<file path="config.mk">
export PLATFORM = sky130hd
export DESIGN_NAME = mem_access_unit
export DESIGN_NICKNAME = d
export VERILOG_FILES = /design/src/rtl/mips_mem_pkg.sv /design/src/rtl/load_align.sv /design/src/rtl/mem_access_unit.sv
export SDC_FILE = /design/constraint.sdc
export NUM_CORES = 1
export LEC_CHECK = 0
export BUFFER_PORTS_ARGS = -buffer_cell sky130_fd_sc_hd__buf_4
export CORE_AREA = 10 10 109 111
export CTS_CLUSTER_SIZE = 20
export DETAILED_ROUTE_END_ITERATION = 16
export DIE_AREA = 0 0 119 121
export GPL_TIMING_DRIVEN = 0
export PLACE_DENSITY = 0.84
export SETUP_SLACK_MARGIN = 0.05
export SLEW_MARGIN = 20
export SYNTH_ARGS = -nofsm -noshare
export SYNTH_HDL_FRONTEND = slang
export SYNTH_SLANG_ARGS = --single-unit
</file>
<file path="constraint.sdc">
create_clock -name clk -period 6.35 [get_ports clk]
set_input_delay 0.635 -clock clk [delete_from_list [all_inputs] [get_ports clk]]
set_output_delay 0.635 -clock clk [all_outputs]
set_load 0.005 [all_outputs]
</file>
<file path="src/rtl/mips_mem_pkg.sv">
// Shared definitions for the load/store unit: size codes, FSM encoding and
// the lane-select / store-replication helpers used by the RAM-side datapath.
package mips_mem_pkg;

  localparam int DATA_W = 32;

  localparam logic [1:0] SZ_BYTE = 2'b00;
  localparam logic [1:0] SZ_HALF = 2'b01;
  localparam logic [1:0] SZ_WORD = 2'b10;

  typedef enum logic [1:0] {
    ST_IDLE   = 2'b00,
    ST_ACCESS = 2'b01,
    ST_RESP   = 2'b10
  } state_t;

  // Size code 11 and any access not aligned to its own width is rejected.
  function automatic logic req_fault(input logic [1:0] size, input logic [1:0] off);
    logic f;
    case (size)
      SZ_BYTE: f = 1'b0;
      SZ_HALF: f = off[0];
      SZ_WORD: f = (off != 2'b00);
      default: f = 1'b1;
    endcase
    return f;
  endfunction

  function automatic logic [3:0] lane_sel(input logic [1:0] size, input logic [1:0] off);
    logic [3:0] s;
    case (size)
      SZ_BYTE: s = 4'b0001 << off;
      SZ_HALF: s = off[1] ? 4'b1100 : 4'b0011;
      default: s = 4'b1111;
    endcase
    return s;
  endfunction

  function automatic logic [DATA_W-1:0] store_data(input logic [1:0] size,
                                                   input logic [DATA_W-1:0] wdata);
    logic [DATA_W-1:0] d;
    case (size)
      SZ_BYTE: d = {4{wdata[7:0]}};
      SZ_HALF: d = {2{wdata[15:0]}};
      default: d = wdata;
    endcase
    return d;
  endfunction

endpackage

</file>
<file path="src/rtl/load_align.sv">
// Moves the addressed byte/half of a RAM word down to bit 0 and extends it
// to 32 bits, sign- or zero-filling according to the unsigned flag.
module load_align
  import mips_mem_pkg::*;
(
  input  logic [31:0] rdata_i,
  input  logic [1:0]  offset_i,
  input  logic [1:0]  size_i,
  input  logic        unsigned_i,
  output logic [31:0] data_o
);

  logic        [31:0] shifted;
  logic signed [7:0]  byte_s;
  logic signed [15:0] half_s;
  logic signed [31:0] ext_s;

  always_comb begin
    shifted = rdata_i >> {offset_i, 3'b000};
    byte_s  = shifted[7:0];
    half_s  = shifted[15:0];
    ext_s   = '0;
    data_o  = rdata_i;
    case (size_i)
      SZ_BYTE: begin
        ext_s  = byte_s;
        data_o = unsigned_i ? {24'h0, shifted[7:0]} : ext_s;
      end
      SZ_HALF: begin
        ext_s  = half_s;
        data_o = unsigned_i ? {16'h0, shifted[15:0]} : ext_s;
      end
      default: data_o = rdata_i;
    endcase
  end

endmodule

</file>
<file path="src/rtl/mem_access_unit.sv">
// Three-state load/store unit between the pipeline and a byte-lane RAM:
// IDLE accepts, ACCESS drives the RAM, RESP returns data or a fault.
module mem_access_unit
  import mips_mem_pkg::*;
(
  input  logic        clk,
  input  logic        rst,
  input  logic        req_valid,
  output logic        req_ready,
  input  logic        req_write,
  input  logic [1:0]  req_size,
  input  logic        req_unsigned,
  input  logic [31:0] req_addr,
  input  logic [31:0] req_wdata,
  output logic        resp_valid,
  output logic [31:0] resp_rdata,
  output logic        resp_fault,
  output logic        ram_enabler,
  output logic        ram_write_enabler,
  output logic [31:0] ram_addr,
  output logic [3:0]  ram_select,
  output logic [31:0] ram_data_input,
  input  logic [31:0] ram_data_output
);

  state_t state_q, state_d;

  logic        write_q, unsigned_q, fault_q;
  logic [1:0]  size_q;
  logic [31:0] addr_q, wdata_q;
  logic [31:0] rdata_q, rdata_d;
  logic [31:0] aligned;
  logic        accept, in_access;

  assign accept    = req_valid && req_ready;
  assign in_access = (state_q == ST_ACCESS);

  // Async reset drops the state out of ACCESS immediately, so an in-flight
  // store never sees a write enable on the following clock edge.
  always_ff @(posedge clk or posedge rst) begin
    if (rst) state_q <= ST_IDLE;
    else     state_q <= state_d;
  end

  always_comb begin
    state_d = state_q;
    case (state_q)
      ST_IDLE:   if (accept) state_d = req_fault(req_size, req_addr[1:0]) ? ST_RESP : ST_ACCESS;
      ST_ACCESS: state_d = ST_RESP;
      ST_RESP:   state_d = ST_IDLE;
      default:   state_d = ST_IDLE;
    endcase
  end

  always_ff @(posedge clk) begin
    if (accept) begin
      write_q    <= req_write;
      size_q     <= req_size;
      unsigned_q <= req_unsigned;
      addr_q     <= req_addr;
      wdata_q    <= req_wdata;
      fault_q    <= req_fault(req_size, req_addr[1:0]);
    end
    if (in_access) rdata_q <= rdata_d;
  end

  load_align u_load_align (
    .rdata_i    (ram_data_output),
    .offset_i   (addr_q[1:0]),
    .size_i     (size_q),
    .unsigned_i (unsigned_q),
    .data_o     (aligned)
  );

  assign rdata_d = write_q ? 32'h0 : aligned;

  assign req_ready         = (state_q == ST_IDLE) && !rst;
  assign ram_enabler       = in_access;
  assign ram_write_enabler = in_access && write_q;
  assign ram_addr          = in_access ? {addr_q[31:2], 2'b00} : 32'h0;
  assign ram_select        = in_access ? lane_sel(size_q, addr_q[1:0]) : 4'h0;
  assign ram_data_input    = (in_access && write_q) ? store_data(size_q, wdata_q) : 32'h0;

  // Response fields are only meaningful during RESP; a fault always reads 0.
  assign resp_valid = (state_q == ST_RESP);
  assign resp_fault = (state_q == ST_RESP) && fault_q;
  assign resp_rdata = ((state_q == ST_RESP) && !fault_q) ? rdata_q : 32'h0;

endmodule

</file>
* Word level (Yosys, flattened, before mapping)
Index checks and enable logic that the tools add are counted.
** Word-level totals
- Register bits :: 103
- Logic and storage cells :: 43
** Cells by class
- Equality and inequality tests :: 6
- Shifts and indexed selects :: 2
- Muxes and demuxes :: 16
- Reduce and logical (&&, ||, !) cells :: 11
** Operators by type and width (count)
- $mux 32 :: 5
- $pmux 32 s2 :: 2
- $shr 32x5->16 :: 1
- $mux 4 :: 2
- $pmux 4 s2 :: 1
- $eq 2x1->1 const B :: 3
- $logic_not 2->1 :: 3
- $logic_and 1x1->1 :: 5
- $eq 2x2->1 const B :: 2
- $mux 2 :: 2
- $pmux 2 s2 :: 1
- $shl 1x2->4 const A :: 1
- $pmux 1 s3 :: 1
- $logic_not 1->1 :: 2
- $mux 1 :: 2
- $ne 2x2->1 const B :: 1
- $reduce_bool 2->1 :: 1

* Depth between registers and ports, before layout
Gate-level depths: netlist of the first run.
- Depth in word-level cells :: 8
- Gate-level depth with buffers :: 7

* Modules after synthesis
From an unflattened synthesis of the first run, not the netlist that was laid out.
** Second synthesis, totals
- Cell total of the unflattened synthesis :: 430
- Area total of the unflattened synthesis :: 5165.0 um^2
** By module, submodules not included
- mem_access_unit :: instances 1, cells each 317, area each 4424.2 um^2, sequential area each 3083.0 um^2
- load_align :: instances 1, cells each 113, area each 740.7 um^2, sequential area each 0.0 um^2

* Worst setup path before layout of the first run
No wires, ideal clock.
- Kind :: input -> register
- Start :: input rst
- End :: register addr_q[0], enable pin
- Setup time :: 0.423 ns
- Arrival time :: 2.342 ns
- Data required time :: 5.927 ns
- Path slack :: 3.585 ns
- Stages on the path :: 3
- Cell sequence :: nor3_1 nand2_1 inv_1
** Between the ends
- Word-level cells in the longest chain between the ends :: 3
** RTL lines
- from (decl) :: line mem_access_unit.sv:7 : input logic rst,
- $logic_not 1->1 :: line mem_access_unit.sv:77 : assign req_ready = (state_q == ST_IDLE) && !rst;
- $logic_and 1x1->1 :: line mem_access_unit.sv:77
- $logic_and 1x1->1 :: line mem_access_unit.sv:35 : assign accept = req_valid && req_ready;
- named net accept :: line mem_access_unit.sv:33 : logic accept, in_access;
- to (signal assigned) :: line mem_access_unit.sv:60 : addr_q <= req_addr;
- to (decl) :: line mem_access_unit.sv:30 : logic [31:0] addr_q, wdata_q;
The timed path passes the listed nets, and every way through them passes these cells.
A chain may end at the register's enable or synchronous reset.

* Worst setup path in the final report of the first run
- Start :: register state_q[1]
- End :: output ram_addr[21]
** Between the ends
- Word-level cells in the longest chain between the ends :: 2
** RTL lines
- from (decl) :: line mem_access_unit.sv:26 : state_t state_q, state_d;
- from (signal assigned) :: line mem_access_unit.sv:42 : else state_q <= state_d;
- $eq 2x1->1 :: line mem_access_unit.sv:36 : assign in_access = (state_q == ST_ACCESS);
- $mux 32 :: line mem_access_unit.sv:80 : assign ram_addr = in_access ? {addr_q[31:2], 2'b00} : 32'h0;
- to (decl) :: line mem_access_unit.sv:20 : output logic [31:0] ram_addr,
Every way passes these cells.

==> impl_metrics.csv, run 1 <==
group,metric,value,unit
routing,dr.pass1.iters,7,
logic_synthesis,syn_area_per_cell,11.84,µm²
layout,nets,739,
logic_synthesis,synth_top_area_share,61.44,%
floorplan,die_height,121,µm
worst_setup_path,cp-startpoint,"state_q[1]",
logic_synthesis,synth_area_leaders,"edfxtp_1, and2_1, mux2i_1",
global_routing,grt_util_all_layers,21.24,%
worst_setup_path,worstPathRequired,5710,ps
floorplan,start_util,51.21,%
clock_network,ctsLongestPathBuffers,2,
global_routing,grt_pass1_wl,23960,µm
pwr,p_leak,3.130,nW
layout,antennaDiodeCount,0,
timing,slew_headroom,57.94,%
worst_setup_path,critPathTopFamily,"buffers and inverters",
logic_synthesis,yosys_most_used_dff,"edfxtp_1",
worst_setup_path,crit_cells,6,
timing,worst_slack,3508,ps
clock_network,cts_root_buf,"clkbuf_8",
clock_network,path_clk_slew,100,ps
logic_synthesis,synth-edff-count,101,
layout,syn_to_final_growth,39.72,%
clock_network,numCtsBuffers,9,
timing,skew,7.745,ps
layout,fill_cells,696,
placement,dp.cells,758,
logic_synthesis,synth_common_cells,"edfxtp_1, and2_1, nand2_1, nor2_1, a21oi_1",
timing,finalSetupTns,0,ps
logic_synthesis,ys_ff_latch,103,
flow_run,drv_cap,0,
routing,dr.first_iter.drc_count,319,
routing,via_per_inst,5.354,
logic_synthesis,synth_area,0.004936,mm²
global_routing,grt_max_degree,54,
floorplan,dieArea,0.01440,mm²
pwr,powerDensity,205.0,mW/mm²
logic_synthesis,ys_types,36,
layout,multi_input_area,0.001658,mm²
routing,routedWlPerCell,20.21,µm
clock_network,cts_tree,"built",
routing,drcViolationCount,0,
placement,pre_cts_ws,3911,ps
logic_synthesis,ys_seq_area_share,62.46,%
clock_network,hold_buffers,0,
worst_setup_path,path_cells,"nand2b_1 > inv_1 > clkbuf_1 > clkbuf_1 > and2_1 > buf_4",
worst_setup_path,regToRegEndpoint,"rdata_q[10]",
floorplan,fp.dieW,119,µm
pwr,design_power_total,1.414,mW
placement,place_hpwl,12290,µm
routing,wl,15620,µm
logic_synthesis,syn_inst,417,
hold_path,hold_path.class,"in2async",
placement,portBuffers,205,
layout,stdcell_count,773,
floorplan,coreArea,0.009639,mm²
worst_setup_path,rr_worst_depth,4,
layout,seqCellArea,0.003083,mm²
floorplan,io_pins,208,
worst_setup_path,end_kind,"output pin",
timing,rsz0062_at_grt,"false",
timing,timing.fmax,351.9,MHz
layout,drive_above_1_share,38.59,%
clock_network,cts.sink_count,103,
worst_setup_path,crit_slowest_cell,"dfrtp_1",
routing,vias,4139,
floorplan,rows,36,
status,outcome,"finished clean",
clock_network,clkLatencyLatePin,380,ps
logic_synthesis,yosysWarningCount,0,
logic_synthesis,yosys.area.top_type,"edfxtp_1",
worst_setup_path,rrSetupSlack,4400,ps
global_routing,grt_overflow,0,
logic_synthesis,synth.most_common_cell,"edfxtp_1",
worst_setup_path,r2r_start,"addr_q[1]",
worst_setup_path,path_common_cell,"clkbuf_1",
timing,finalSetupViolCount,0,
timing,post-route-min-period,2842,ps
global_routing,antenna_found_initial,0,
worst_setup_path,max_stage_delay,400,ps
timing,finalHoldViolCount,0,
timing,fin_crit_sh,44.75,%
timing,tightest_slew,625.6,ps
clock_network,post-cts-setup-buffers,0,
layout,utilization,71.55,%
clock_network,htreeDepth,3,
placement,gp_congestion,0.8611,
timing,finalMaxSlewViolations,0,
worst_setup_path,crit_path_start_kind,"flip-flop",
clock_network,post_cts_resized,0,
worst_setup_path,worstSetupPathType,"reg2out",
worst_setup_path,crit_buf_inv,4,
worst_setup_path,cp_max_fo,10,
worst_setup_path,crit_end,"ram_addr[21]",
global_routing,grt_pass1_vias,4390,
logic_synthesis,ys_async_sr_fraction,1.942,%
worst_setup_path,worstPathArrival,2210,ps
routing,ant_nets,0,
pwr,vdd_drop_max,0.1566,mV
==> area by class of cell <==
class | count | area share, %
Clock buffer | 9 | 1.796
Sequential cell | 103 | 44.70
Buffer | 30 | 2.141
Tap cell | 133 | 2.413
Clock inverter | 6 | 0.9978
Inverter | 14 | 0.7983
Timing Repair Buffer | 207 | 23.11
Multi-Input combinational cell | 271 | 24.04
==> sequential cells by signal, indices dropped and copies added, names as in the netlist <==
name,cells
wdata_q,32
rdata_q,32
size_q,2
addr_q,32
unsigned_q,1
write_q,1
fault_q,1
state_q,2
==> worst reg2reg max path: cells and delay by family, from the launching register on <==
kind	cells	cell delay (ps)
compound gates	2	540
flops	1	480
buf+inv	1	420
simple gates	1	250
==> cell usage in the layout (no fill, tap or decap), drive strengths merged, types with 2 or more instances in the layout <==
cell	count
a21o	16
buf	219
nor2	35
and3	9
a222oi	6
a22oi	8
inv	17
o21ai	11
and2	63
clkbuf	27
dfrtp	2
nand2	36
o22ai	7
conb	2
nor2b	10
mux2i	20
mux2	7
edfxtp	101
nor3	3
a21oi	28
==> worst min-delay path by stage <==
stage / slack, ps / cells past startpoint / startpoint / end
3_5_place_dp: 510 / 2 / rst / state_q[0]
2_1_floorplan: 380 / 1 / rst / state_q[0]
4_1_cts: 100 / 2 / rst / state_q[1]
3_3_place_gp: 500 / 2 / rst / state_q[0]
5_1_grt: 110 / 2 / rst / state_q[1]
6_report: 110 / 2 / rst / state_q[1]
==> routing by layer <==
metal	vias to the layer above	GRT usage, %	wire length (µm)
li1	1920	-	-
met1	1940	23.06	5852
met2	259	36.34	7630
met3	20	8.841	1846
met4	0	8.092	291
met5	-	0	0
==> per-stage QoR <==
stage	hold WS (ps)	area, µm²
after detailed placement	513.5	6704
after CTS	100.8	6897
after floorplan	376.2	4940
final	108.6	6897
after global routing	111.1	6897
after global placement	500.3	6645
==> cells by family after synthesis <==
family / synth area share [%]
AO/OA/AOI/OAI: 10.95
multiplexers: 5.729
buffers and inverters: 4.030
flip-flops: 62.46
other: 0.07597
AND/OR/NAND/NOR: 16.76
==> report_power, final <==
part | internal, mW | switching [mW] | total [mW] | leakage, nW
combinational | 0.104 | 0.0976 | 0.201 | 2.07
sequential | 0.783 | 0.0104 | 0.793 | 0.962
clock | 0.184 | 0.235 | 0.419 | 0.0965
total | 1.07 | 0.343 | 1.41 | 3.13
No activity file was read; power rests on OpenSTA's default activity.
==> run 2: changes to the inputs <==
Settings changed: ABC_AREA set to 1, CORE_AREA 10 10 109 111 to 10 10 115 117, DIE_AREA 0 0 119 121 to 0 0 125 127, PLACE_DENSITY 0.84 to 0.79.
Clock period 6.35 ns to 2.7 ns, I/O delays scaled along.
==> impl_metrics.csv, run 2 <==
group,metric,value,unit
pwr,powerDensity,499.9,mW/mm²
layout,drive_above_1_share,36.95,%
timing,skew,4.853,ps
logic_synthesis,synth.most_common_cell,"nand2_1",
logic_synthesis,synth_mux_area_share,0,%
logic_synthesis,ys_types,27,
floorplan,fp.dieW,125,µm
layout,syn_to_final_growth,39.01,%
floorplan,die_height,127,µm
timing,finalMaxSlewViolations,0,
logic_synthesis,syn_inst,569,
logic_synthesis,syn_area_per_cell,9.262,µm²
timing,slew_headroom,52.40,%
logic_synthesis,ys_seq_area_share,58.50,%
pwr,p_leak,3.719,nW
timing,fin_crit_sh,88.69,%
layout,stdcell_count,936,
pwr,switching_share,24.07,%
timing,rsz0062_at_grt,"false",
logic_synthesis,ys_ff_latch,103,
pwr,pwr-share-seq,50.9,%
timing,post-route-min-period,2395,ps
clock_network,clkLatencyLatePin,350,ps
logic_synthesis,synth-simple-area-share,24.95,%
clock_network,path_clk_slew,70,ps
floorplan,dieArea,0.01588,mm²
logic_synthesis,ys_async_sr_fraction,1.942,%
logic_synthesis,synth-compound-area-share,5.461,%
logic_synthesis,synth_xor_area_share,0,%
routing,via_per_inst,4.821,
pwr,combPwrFrac,13.3,%
layout,antennaDiodeCount,0,
timing,finalSetupTns,0,ps
global_routing,antenna_found_initial,0,
logic_synthesis,yosys.area_share.adder,0,%
clock_network,cts_tree,"built",
clock_network,cts.sink_count,103,
logic_synthesis,synth_area,0.005270,mm²
layout,reg_top3,"addr_q x32, rdata_q x32, wdata_q x32",
timing,finalSetupViolCount,0,
logic_synthesis,yosys_most_used_dff,"edfxtp_1",
placement,portBuffers,205,
floorplan,io_pins,208,
floorplan,rows,39,
routing,drcViolationCount,0,
worst_setup_path,worstPathArrival,2120,ps
logic_synthesis,yosys.area.top_type,"edfxtp_1",
pwr,vdd_drop_max,0.3726,mV
routing,dr.first_iter.drc_count,340,
global_routing,grt_max_degree,41,
routing,ant_nets,0,
floorplan,start_util,47.37,%
pwr,clkPwrFrac,35.8,%
clock_network,cts_root_buf,"clkbuf_16",
timing,timing.fmax,417.6,MHz
worst_setup_path,end_kind,"output pin",
layout,nets,891,
routing,routedWlPerCell,16.32,µm
clock_network,htreeDepth,3,
worst_setup_path,worstPathRequired,2430,ps
routing,dr.pass1.iters,5,
worst_setup_path,cp_max_fo,35,
global_routing,grt_util_all_layers,18.71,%
layout,layout_commonest_cell,"buf_4",
routing,wl,15280,µm
layout,utilization,65.85,%
routing,vias,4512,
logic_synthesis,synth_top_family_by_area,"simple AND/OR/NAND/NOR gates",
logic_synthesis,yosysWarningCount,0,
layout,most-common-layout-cells,"buf_4, nand2_1, nor2_1, edfxtp_1, inv_1",
status,outcome,"finished clean",
floorplan,coreArea,0.01113,mm²
placement,dp.cells,919,
global_routing,grt_overflow,0,
pwr,intPower,2.781,mW
hold_path,hold_path.class,"in2reg",
global_routing,grt_pass1_wl,23890,µm
global_routing,grt_pass1_vias,4568,
logic_synthesis,synth-edff-count,101,
worst_setup_path,crit_path_start_kind,"flip-flop",
placement,gp_congestion,0.8350,
clock_network,ctsLongestPathBuffers,2,
pwr,p_sw,0.8813,mW
timing,tightest_slew,714.0,ps
clock_network,numCtsBuffers,9,
timing,finalHoldViolCount,0,
logic_synthesis,synth_area_leaders,"edfxtp_1, nand2_1, nor2_1",
flow_run,drv_cap,0,
placement,place_hpwl,11880,µm
logic_synthesis,synth_common_cells,"nand2_1, edfxtp_1, nor2_1, inv_1",
worst_setup_path,worstSetupPathType,"reg2out",
logic_synthesis,synth_top_area_share,57.55,%
==> run 2: cell count changes in the layout (fill, tap and decap cells not counted), sizes merged, moves of 7 or more <==
| cell | delta |
|---|---|
| and2 | -63 |
| mux2i | -20 |
| clkbuf | -7 |
| mux2 | -7 |
| and3 | -9 |
| nor2 | +71 |
| inv | +87 |
| nor2b | -10 |
| nand2 | +107 |
| a22oi | -8 |
| nand3 | +34 |
| a21o | -16 |
==> run 2: worst paths after layout <==
check / from / to / slack, ps / cells after the start
setup / recovery: state_q[0] / ram_select[3] / 310 / 5
hold / removal: req_addr[9] / addr_q[9] / 90 / 1
setup reg to reg: state_q[0] / wdata_q[17] / 960 / 4
hold reg to reg: state_q[1] / state_q[0] / 620 / 3
max in group asynchronous: rst / state_q[1] / 2240 / 3
min in group asynchronous: rst / state_q[0] / 360 / 3
==> run 2: metrics by stage <==
stage	area, µm²	total power, mW	setup slack (ps)	hold slack, ps
after floorplan	5274	2.129	153.0	11.18
after global placement	6992	2.372	-276.5	136.3
after detailed placement	7014	2.389	557.5	139.3
after CTS	7325	3.680	178.7	86.17
after global routing	7326	3.806	71.02	78.64
final	7326	3.662	305.4	92.01
==> run 2: worst max-delay path, cell delays in order (launching register included) <==
cell and delay [ps]:
dfrtp_1 410, nand2_1 250, clkinv_2 560, o21ai_0 310, a21oi_1 90, buf_4 150
==> run 2: per-layer routing <==
layer / up-vias / global-route usage [%] / part of all wire, %
li1: 2229 / - / -
met2: 190 / 31.78 / 50
met3: 33 / 6.121 / 9.2
met5: - / 0 / 0
met1: 2060 / 21.49 / 38
met4: 0 / 7.453 / 2.9
==> run 2: final cells by class <==
class	count	area [µm²]
buffer	27	195.2
clock buffer	12	266.5
clock inverter	4	33.78
fill	921	3800
inverter	102	389.1
multi-input combinational	338	1610
sequential	103	3083
tap	143	178.9
timing repair buffer	207	1569
==> run 2: timing repair <==
| action | 4_1_cts | 5_1_grt |
|---|---|---|
| setup buffers | 0 | 0 |
| endpoints found under the setup margin | 0 | 4 |
| hold buffers | 1 | 0 |
| resized for setup | 0 | 1 |
| endpoints found under the hold margin | 2 | 0 |
==> run 2: power groups by stage <==
stage          Sequential, mW  Combinational, mW  Clock [mW]
4_1_cts                  1.87              0.490        1.32
6_report                 1.87              0.486        1.31
3_3_place_gp             1.90              0.469           0
2_1_floorplan            1.90              0.232           0
5_1_grt                  1.87              0.538        1.40
3_5_place_dp             1.90              0.487           0
==> run 2: cell families (layout without fill, tap and decap cells) <==
| family | Yosys count | after routing |
|---|---|---|
| and+or+nand+nor | 287 | 287 |
| buffers and inverters | 129 | 352 |
| DFF | 103 | 103 |
| other | 1 | 2 |
| AOI/OAI and AO/OA | 49 | 49 |
